File: config.mk
export PLATFORM = sky130hd
export DESIGN_NAME = alu_secuencial_ctrl
export DESIGN_NICKNAME = d
export VERILOG_FILES = /design/src/rtl/alu_secuencial_ctrl_pkg.sv /design/src/rtl/alu_secuencial_ctrl_sumador.sv /design/src/rtl/alu_secuencial_ctrl.sv
export SDC_FILE = /design/constraint.sdc
export NUM_CORES = 1
export LEC_CHECK = 0
export CORE_UTILIZATION = 25
export DETAILED_ROUTE_END_ITERATION = 7
export PLACE_DENSITY = 0.41
export SYNTH_ARGS = -nofsm -noshare
export SYNTH_HDL_FRONTEND = slang
export SYNTH_SLANG_ARGS = --single-unit
File: constraint.sdc
create_clock -name clk -period 8.5 [get_ports clk]
set_input_delay 1.7 -clock clk [delete_from_list [all_inputs] [get_ports clk]]
set_output_delay 1.7 -clock clk [all_outputs]
set_load 0.005 [all_outputs]
File: src/rtl/alu_secuencial_ctrl_pkg.sv
// Shared definitions for the sequential ALU controller: nibble width, opcodes,
// FSM states and the shift-add multiply iteration count.
package alu_secuencial_ctrl_pkg;

   localparam int W         = 4;
   localparam int MUL_ITERS = 4;

   typedef enum logic [1:0] {
      OP_ADD = 2'b00,
      OP_SUB = 2'b01,
      OP_MUL = 2'b10,
      OP_RSV = 2'b11
   } op_e;

   typedef enum logic [2:0] {
      S_IDLE = 3'd0,
      S_LOW  = 3'd1,
      S_HIGH = 3'd2,
      S_MUL  = 3'd3,
      S_DONE = 3'd4
   } state_e;

endpackage

File: src/rtl/alu_secuencial_ctrl_sumador.sv
// Combinational W-bit adder/subtractor shared by every operation of the controller.
// modo=0: R = A + B + cin_bin, cout_bout = carry; modo=1: R = A - B - cin_bin, cout_bout = borrow.
module sumador_restador_4b #(
   parameter int W = 4
) (
   input  logic [W-1:0] A,
   input  logic [W-1:0] B,
   input  logic         modo,
   input  logic         cin_bin,
   output logic [W-1:0] R,
   output logic         cout_bout
);

   logic [W:0] ext;

   // One extra bit captures the carry, or the wrapped sign bit that signals a borrow.
   always_comb begin
      ext = '0;
      if (!modo) begin
         ext = {1'b0, A} + {1'b0, B} + {{W{1'b0}}, cin_bin};
      end else begin
         ext = {1'b0, A} - {1'b0, B} - {{W{1'b0}}, cin_bin};
      end
   end

   assign R         = ext[W-1:0];
   assign cout_bout = ext[W];

endmodule

File: src/rtl/alu_secuencial_ctrl.sv
// Multi-cycle controller that time-shares one nibble adder/subtractor to perform
// 8-bit ADD/SUB (two nibble passes) and 4x4 unsigned MUL (four shift-add steps).
module alu_secuencial_ctrl
   import alu_secuencial_ctrl_pkg::*;
(
   input  logic           clk,
   input  logic           rst_n,
   input  logic           start,
   input  logic [1:0]     op,
   input  logic [2*W-1:0] a,
   input  logic [2*W-1:0] b,
   output logic           busy,
   output logic           done,
   output logic [2*W-1:0] resultado,
   output logic           flag,
   output logic           error
);

   state_e         state_q;
   op_e            op_q;
   logic [2*W-1:0] a_q, b_q, res_q;
   logic [W-1:0]   hi_q, lo_q;
   logic           carry_q, busy_q, done_q, flag_q, error_q;
   logic [1:0]     cnt_q;

   logic [W-1:0]   u_a, u_b, u_r;
   logic           u_modo, u_cin, u_cout;
   logic [W-1:0]   mul_ph_d, mul_pl_d;

   sumador_restador_4b #(.W(W)) u_sumres (
      .A         (u_a),
      .B         (u_b),
      .modo      (u_modo),
      .cin_bin   (u_cin),
      .R         (u_r),
      .cout_bout (u_cout)
   );

   // In MUL, hi_q/lo_q act as the partial product P_H/P_L; adding zero when
   // P_L[0]=0 keeps a single datapath for both branches of the iteration.
   always_comb begin
      u_a    = '0;
      u_b    = '0;
      u_modo = 1'b0;
      u_cin  = 1'b0;
      case (state_q)
         S_LOW: begin
            u_a    = a_q[W-1:0];
            u_b    = b_q[W-1:0];
            u_modo = (op_q == OP_SUB);
         end
         S_HIGH: begin
            u_a    = a_q[2*W-1:W];
            u_b    = b_q[2*W-1:W];
            u_modo = (op_q == OP_SUB);
            u_cin  = carry_q;
         end
         S_MUL: begin
            u_a = hi_q;
            u_b = lo_q[0] ? a_q[W-1:0] : '0;
         end
         default: ;
      endcase
   end

   assign mul_ph_d = {u_cout, u_r[W-1:1]};
   assign mul_pl_d = {u_r[0], lo_q[W-1:1]};

   always_ff @(posedge clk or negedge rst_n) begin
      if (!rst_n) begin
         state_q <= S_IDLE;
         op_q    <= OP_ADD;
         a_q     <= '0;
         b_q     <= '0;
         res_q   <= '0;
         hi_q    <= '0;
         lo_q    <= '0;
         carry_q <= 1'b0;
         cnt_q   <= '0;
         busy_q  <= 1'b0;
         done_q  <= 1'b0;
         flag_q  <= 1'b0;
         error_q <= 1'b0;
      end else begin
         done_q <= 1'b0;
         case (state_q)
            S_IDLE: begin
               if (start) begin
                  op_q    <= op_e'(op);
                  a_q     <= a;
                  b_q     <= b;
                  error_q <= 1'b0;
                  hi_q    <= '0;
                  lo_q    <= b[W-1:0];
                  carry_q <= 1'b0;
                  cnt_q   <= '0;
                  case (op_e'(op))
                     OP_ADD, OP_SUB: begin
                        state_q <= S_LOW;
                        busy_q  <= 1'b1;
                     end
                     OP_MUL: begin
                        state_q <= S_MUL;
                        busy_q  <= 1'b1;
                     end
                     default: begin
                        state_q <= S_DONE;
                        done_q  <= 1'b1;
                        res_q   <= '0;
                        flag_q  <= 1'b0;
                        error_q <= 1'b1;
                     end
                  endcase
               end
            end
            S_LOW: begin
               lo_q    <= u_r;
               carry_q <= u_cout;
               state_q <= S_HIGH;
            end
            S_HIGH: begin
               res_q   <= {u_r, lo_q};
               flag_q  <= u_cout;
               done_q  <= 1'b1;
               busy_q  <= 1'b0;
               state_q <= S_DONE;
            end
            S_MUL: begin
               hi_q  <= mul_ph_d;
               lo_q  <= mul_pl_d;
               cnt_q <= cnt_q + 2'd1;
               if (cnt_q == 2'(MUL_ITERS - 1)) begin
                  res_q   <= {mul_ph_d, mul_pl_d};
                  flag_q  <= 1'b0;
                  done_q  <= 1'b1;
                  busy_q  <= 1'b0;
                  state_q <= S_DONE;
               end
            end
            S_DONE:  state_q <= S_IDLE;
            default: state_q <= S_IDLE;
         endcase
      end
   end

   assign busy      = busy_q;
   assign done      = done_q;
   assign resultado = res_q;
   assign flag      = flag_q;
   assign error     = error_q;

endmodule
==> results.py, run 1 <==
metrics = {
    "drt": {
        "drc_errors": 0,
        "ant_nets": 0,
        "viasPerCell": 4.63,
        "avgRoutedWirePerCell_um": 15.0,
        "drt-total-wl_um": 6440,
        "vias": 1991,
        "drt_first_pass_iters": 4,
        "drt_iter0_markers": 96,
    },
    "floorplanning": {
        "num_rows": 35,
        "ios": 33,
        "core_um2": 9330,
        "die_w_um": 101,
        "die_h_um": 101,
        "die_area_um2": 10100,
        "initial_core_util_pct": 26.0,
    },
    "global_routing": {
        "grt.total_usage_pct": 13.9,
        "gr-total-overflow": 0,
        "grt_max_degree": 45,
        "antenna_found_initial": 0,
        "grt_pass1_vias": 1950,
        "grt_pass1_wl_um": 10800,
    },
    "final_layout": {
        "multi_input_area_um2": 1200,
        "drive_gt1_share_pct": 7.64,
        "fillers": 1002,
        "nNetsFinal": 333,
        "area.growth.synth_to_final_pct": 22.2,
        "post-route-util_pct": 31.8,
        "antenna_cells": 0,
        "seqCellArea_um2": 1100,
    },
    "hold_path": {
        "worstHoldPathType": "reg -> reg",
        "hold_path_end": "b_q[2]",
        "min_path_cells": 2,
        "min_from": "b_q[2]",
    },
    "sta": {
        "finalSetupViolCount": 0,
        "tns_ns": 0,
        "fmax_ghz": 0.273,
        "finalHoldWorstSlack_ns": 0.489,
        "tightest_slew_ns": 1.04,
        "rsz0062_at_grt": "no",
        "slew_headroom_pct": 30.7,
        "post-route-min-period_ns": 3.66,
        "final.period_utilization_pct": 43.1,
        "skew_ns": 0.00811,
        "hold_violations": 0,
        "finalMaxSlewViolations": 0,
    },
    "clock_network": {
        "ctsResizeCount": 0,
        "root_buffer": "clkbuf_8",
        "cts_sinks": 44,
        "clk_pin_slew_ns": 0.09,
        "cts_hold_buf": 0,
        "htree_levels": 2,
        "cts_tree": "built",
        "cts_buffers": 5,
        "clock_latency_ns": 0.30,
        "post_cts_buffers": 0,
        "cts_buffer_depth": 2,
    },
    "worst_setup_path": {
        "worstPathMaxFanout": 17,
        "r2r-end": "resultado[4]",
        "end_kind": "register",
        "start_kind": "register",
        "setup.worst_path.class": "reg -> reg",
        "regToRegStartpoint": "state_q[2]",
        "crit_arrival_ns": 3.88,
        "cp.required_ns": 8.72,
        "regToRegSetupSlack_ns": 4.84,
        "reg2regPathDepth": 10,
    },
    "logic_synthesis": {
        "synth_warnings": 0,
        "syn-cell-area_um2": 2430,
        "syn-num-nets": 303,
        "synthesis.instances": 270,
        "ys_ff_latch": 44,
        "yosysSeqAreaShare_pct": 45.3,
        "synth_cell_type_count": 51,
        "synth_edf_count": 0,
        "async_flop_share_pct": 100,
        "synth_ff_type": "dfrtp_1",
        "syn_area_per_cell_um2": 9.00,
    },
    "power_and_ir_drop": {
        "p_switching_uw": 463,
        "pwr-share-clk_pct": 13.1,
        "ir_drop_v": 0.0000869,
        "p_int_uw": 601,
        "p_sw_share_pct": 43.5,
        "p_seq_share_pct": 36.6,
        "power_density_nw_per_um2": 358,
        "p_leak_nw": 1.39,
        "comb_power_share_pct": 50.3,
    },
    "placement": {
        "gp_congestion": 0.784,
        "dpl.hpwl_um": 4660,
        "portBuffers": 32,
    },
    "run_status": {
        "status": "complete, no violations",
    },
    "flow_run": {
        "cap_viol_max_count": 0,
    },
}
[how the worst max path moves through the flow]
stage | cells after the start | from | end | slack, ns
2_1_floorplan | 11 | state_q[0] | resultado[4] | 5.47
3_3_place_gp | 5 | op[1] | resultado[7] | 4.81
6_report | 10 | state_q[2] | resultado[4] | 4.84
5_1_grt | 10 | state_q[2] | resultado[4] | 4.52
4_1_cts | 10 | state_q[2] | resultado[4] | 4.83
3_5_place_dp | 5 | op[1] | resultado[7] | 4.83
[sequential cells by signal (all words and copies together) (netlist names)]
name,count
a_q,8
hi_q,4
lo_q,4
carry_q,1
flag,1
cnt_q,2
op_q,2
error,1
b_q,8
state_q,3
resultado,8
done,1
busy,1
[cell usage in the layout (no fill, tap or decap), types with 6 or more instances in the layout]
| master | n |
|---|---|
| nor2_1 | 17 |
| ha_1 | 8 |
| dfrtp_1 | 44 |
| clkbuf_8 | 6 |
| nand2_1 | 74 |
| a21oi_1 | 13 |
| inv_1 | 20 |
| clkdlybuf4s50_1 | 31 |
[final cells by class]
class                           count  share of cell area, %
Tap cell                          129                   5.44
Clock inverter                      2                  0.337
Timing Repair Buffer               35                   11.4
Clock buffer                        6                   2.78
Multi-Input combinational cell    193                   40.3
Inverter                           21                   2.65
Sequential cell                    44                   37.1
[cell families after synthesis]
| logic type | share of synthesized area [%] |
|---|---|
| AO/OA/AOI/OAI | 17.1 |
| XOR/XNOR | 1.44 |
| adder cells (fa/ha/maj) | 7.42 |
| buffers and inverters | 5.61 |
| flip-flops | 45.3 |
| multiplexers | 2.73 |
| AND/OR/NAND/NOR | 20.3 |
[metal layers]
layer,up-vias,share of wire [%],track usage (%)
li1,979,-,-
met1,945,52,21.0
met2,63,42,20.0
met3,4,5.5,2.57
met4,0,0.85,4.12
met5,-,0,0
[power groups by stage]
| stage | combinational, mW | clock [mW] | sequential, mW |
|---|---|---|---|
| floorplan | 0.395 | 0 | 0.351 |
| global placement | 0.545 | 0 | 0.397 |
| detailed placement | 0.539 | 0 | 0.396 |
| CTS | 0.542 | 0.145 | 0.391 |
| global route | 0.609 | 0.154 | 0.404 |
| finish | 0.535 | 0.140 | 0.389 |
[synthesized netlist by cell type (2+ instances only)]
cell type,instances,area (um2)
nand2_1,74,278
o211ai_1,2,15.0
dfrtp_1,44,1100
a21o_1,3,22.5
nor2_1,17,63.8
o21ai_0,5,25.0
nand3_1,3,15.0
o22ai_1,2,12.5
nor3_1,3,15.0
mux2_2,5,56.3
a22oi_1,5,37.5
and3_1,4,25.0
buf_4,2,15.0
inv_1,20,75.1
buf_2,4,20.0
a31oi_1,5,31.3
o221ai_1,2,17.5
a222oi_1,4,40.0
xnor2_1,3,26.3
clkbuf_1,5,18.8
a21oi_1,13,65.1
a22o_1,4,35.0
ha_1,8,100
fa_1,4,80.1
nand2b_1,2,12.5
nor2b_1,2,12.5
[worst max-delay path, stage by stage, from the launching register on]
cell	delay [ns]
dfrtp_1	0.77
and2b_1	0.33
and3_1	0.25
a222oi_1	0.48
inv_1	0.12
fa_1	0.45
inv_1	0.09
fa_1	0.43
nor4bb_1	0.43
a21oi_1	0.08
a21oi_1	0.15
[through the flow]
stage	power, mW	instances	worst slack [ns]	cell area [um2]
after floorplan	0.746	270	5.47	2430
after global placement	0.942	422	4.81	2880
after detailed placement	0.934	422	4.83	2880
after CTS	1.08	430	4.83	2970
after global routing	1.17	430	4.52	2970
final	1.06	430	4.84	2970
Power figures use the tool's default switching activity.
==> inputs of run 2 (changes only) <==
==> constraint.sdc (replaced) <==
create_clock -name clk -period 3.45 [get_ports clk]
set_input_delay 0.69 -clock clk [delete_from_list [all_inputs] [get_ports clk]]
set_output_delay 0.69 -clock clk [all_outputs]
set_load 0.005 [all_outputs]
==> run 2 against run 1 <==
  * Combinational power rose to 2.7 times the previous value
  * First-iteration DRC count down 5.2%
  * Sequential power up 130%
  * Final cell count up 2.1%
  * Largest power group unchanged
  * Final area up 2.0%
  * Power rose to 2.5 times the previous value
  * Fmax up 17%
==> results.py, run 2 (same netlist as run 1, synthesis figures left out) <==
metrics = {
    "run_status": {
        "status": "complete, no violations",
    },
    "worst_setup_path": {
        "crit_arrival_ns": 3.32,
        "end_kind": "register",
        "cp_common_cell": "nor2_1",
        "setup.worst_path.class": "reg -> reg",
        "max_stage_delay_ns": 0.50,
        "regToRegSetupSlack_ns": 0.32,
        "start_kind": "register",
        "cp.required_ns": 3.64,
        "crit_slowest_cell": "dfrtp_1",
        "crit_chain": "buf_4 -> inv_2 -> nor2_1 -> a22oi_1 -> nor2_1 -> fa_1 -> fa_1 -> o21a_1 -> nor2_1 -> xnor2_1 -> a21oi_1 -> a22o_1",
        "worstPathMaxFanout": 9,
    },
    "placement": {
        "preCtsSetupSlack_ns": 0.347,
        "post_dp_cell_area_um2": 2950,
        "portBuffers": 32,
        "dpl.hpwl_um": 4850,
        "gp_congestion": 0.790,
    },
    "floorplanning": {
        "initial_core_util_pct": 26.0,
        "core_um2": 9330,
        "num_rows": 35,
        "die_area_um2": 10100,
        "die_h_um": 101,
        "ios": 33,
        "die_w_um": 101,
    },
    "clock_network": {
        "clk_pin_slew_ns": 0.08,
        "cts_buffers": 5,
        "htree_levels": 2,
        "cts_sinks": 44,
        "cts_tree": "built",
        "post_cts_buffers": 0,
        "cts_hold_buf": 0,
        "root_buffer": "clkbuf_8",
        "ctsResizeCount": 0,
        "cts_buffer_depth": 2,
        "clock_latency_ns": 0.30,
    },
    "power_and_ir_drop": {
        "ir_drop_v": 0.000220,
        "power_density_nw_per_um2": 885,
        "p_leak_nw": 1.43,
    },
    "drt": {
        "drt_first_pass_iters": 4,
        "ant_nets": 0,
        "drt_iter0_markers": 91,
        "viasPerCell": 4.56,
        "avgRoutedWirePerCell_um": 14.8,
        "drt-total-wl_um": 6490,
        "vias": 2000,
        "drc_errors": 0,
    },
    "final_layout": {
        "drive_gt1_share_pct": 10.0,
        "fillers": 1047,
        "area.growth.synth_to_final_pct": 24.7,
        "nNetsFinal": 343,
        "layout_common_cells": "nand2_1, dfrtp_1, clkdlybuf4s50_1",
        "postLayoutCellArea_um2": 3030,
        "antenna_cells": 0,
        "final_common_cell": "nand2_1",
    },
    "sta": {
        "final.period_utilization_pct": 90.6,
        "skew_ns": 0.00642,
        "finalSetupViolCount": 0,
        "slew_headroom_pct": 31.3,
        "setup_slack_ns": 0.324,
        "fmax_ghz": 0.320,
        "finalMaxSlewViolations": 0,
        "rsz0062_at_grt": "no",
        "post-route-min-period_ns": 3.13,
        "tns_ns": 0,
        "hold_violations": 0,
        "tightest_slew_ns": 1.03,
    },
    "hold_path": {
        "worstHoldPathType": "reg -> reg",
    },
    "global_routing": {
        "antenna_found_initial": 0,
        "grt_pass1_wl_um": 10700,
        "gr-total-overflow": 0,
        "grt.total_usage_pct": 13.9,
        "grt_pass1_vias": 1961,
        "grt_max_degree": 45,
    },
    "flow_run": {
        "cap_viol_max_count": 0,
    },
}
run 2: cell types whose count changed in the layout (fill, tap and decap cells not counted), sizes merged:
cell | previous run | this run
clkinv | 2 | 1
buf | 4 | 14
run 2: stage by stage:
stage / power, mW / hold WS (ns) / utilization (%) / instances
global placement: 2.40 / 0.466 / 31.6 / 432
floorplan: 1.84 / 0.394 / - / 270
detailed placement: 2.39 / 0.469 / 31.6 / 432
CTS: 2.72 / 0.491 / 32.5 / 439
finish: 2.68 / 0.485 / 32.5 / 439
global route: 2.92 / 0.505 / 32.5 / 439
run 2: power by group:
group | switching [mW] | internal (mW)
clock | 0.177 | 0.138
combinational | 0.814 | 0.642
sequential | 0.167 | 0.743
total | 1.16 | 1.52
run 2: path summary, 6_finish.rpt:
check,cells after the start,endpoint,start
setup reg to reg,12,carry_q,state_q[1]
max in group asynchronous,1,carry_q,rst_n
min in group asynchronous,1,a_q[3],rst_n
hold reg to reg,2,op_q[1],op_q[1]
hold / removal,2,op_q[1],op_q[1]
setup / recovery,12,carry_q,state_q[1]
run 2: final cells by class:
cell class	count	area [um2]	area share (%)
clock inverter	1	5.00	0.165
timing repair buffer	45	413	13.6
sequential	44	1100	36.3
tap	129	161	5.33
inverter	21	78.8	2.60
clock buffer	6	72.6	2.40
multi-input combinational	193	1200	39.5
run 2: critical path, delay by kind of cell (launching register included):
family,cells,cell delay (ns)
buf+inv,2,0.39
flops,1,0.50
fa+ha+maj,2,0.94
xor+xnor,1,0.13
simple gates,3,0.33
compound gates,4,0.72
run 2: routing by layer:
metal	vias to the layer above	GRT usage [%]	part of all wire (%)
li1	1004	-	-
met1	947	20.5	53
met2	43	20.7	42
met3	6	2.91	4.0
met4	0	3.79	0.97
met5	-	0	0
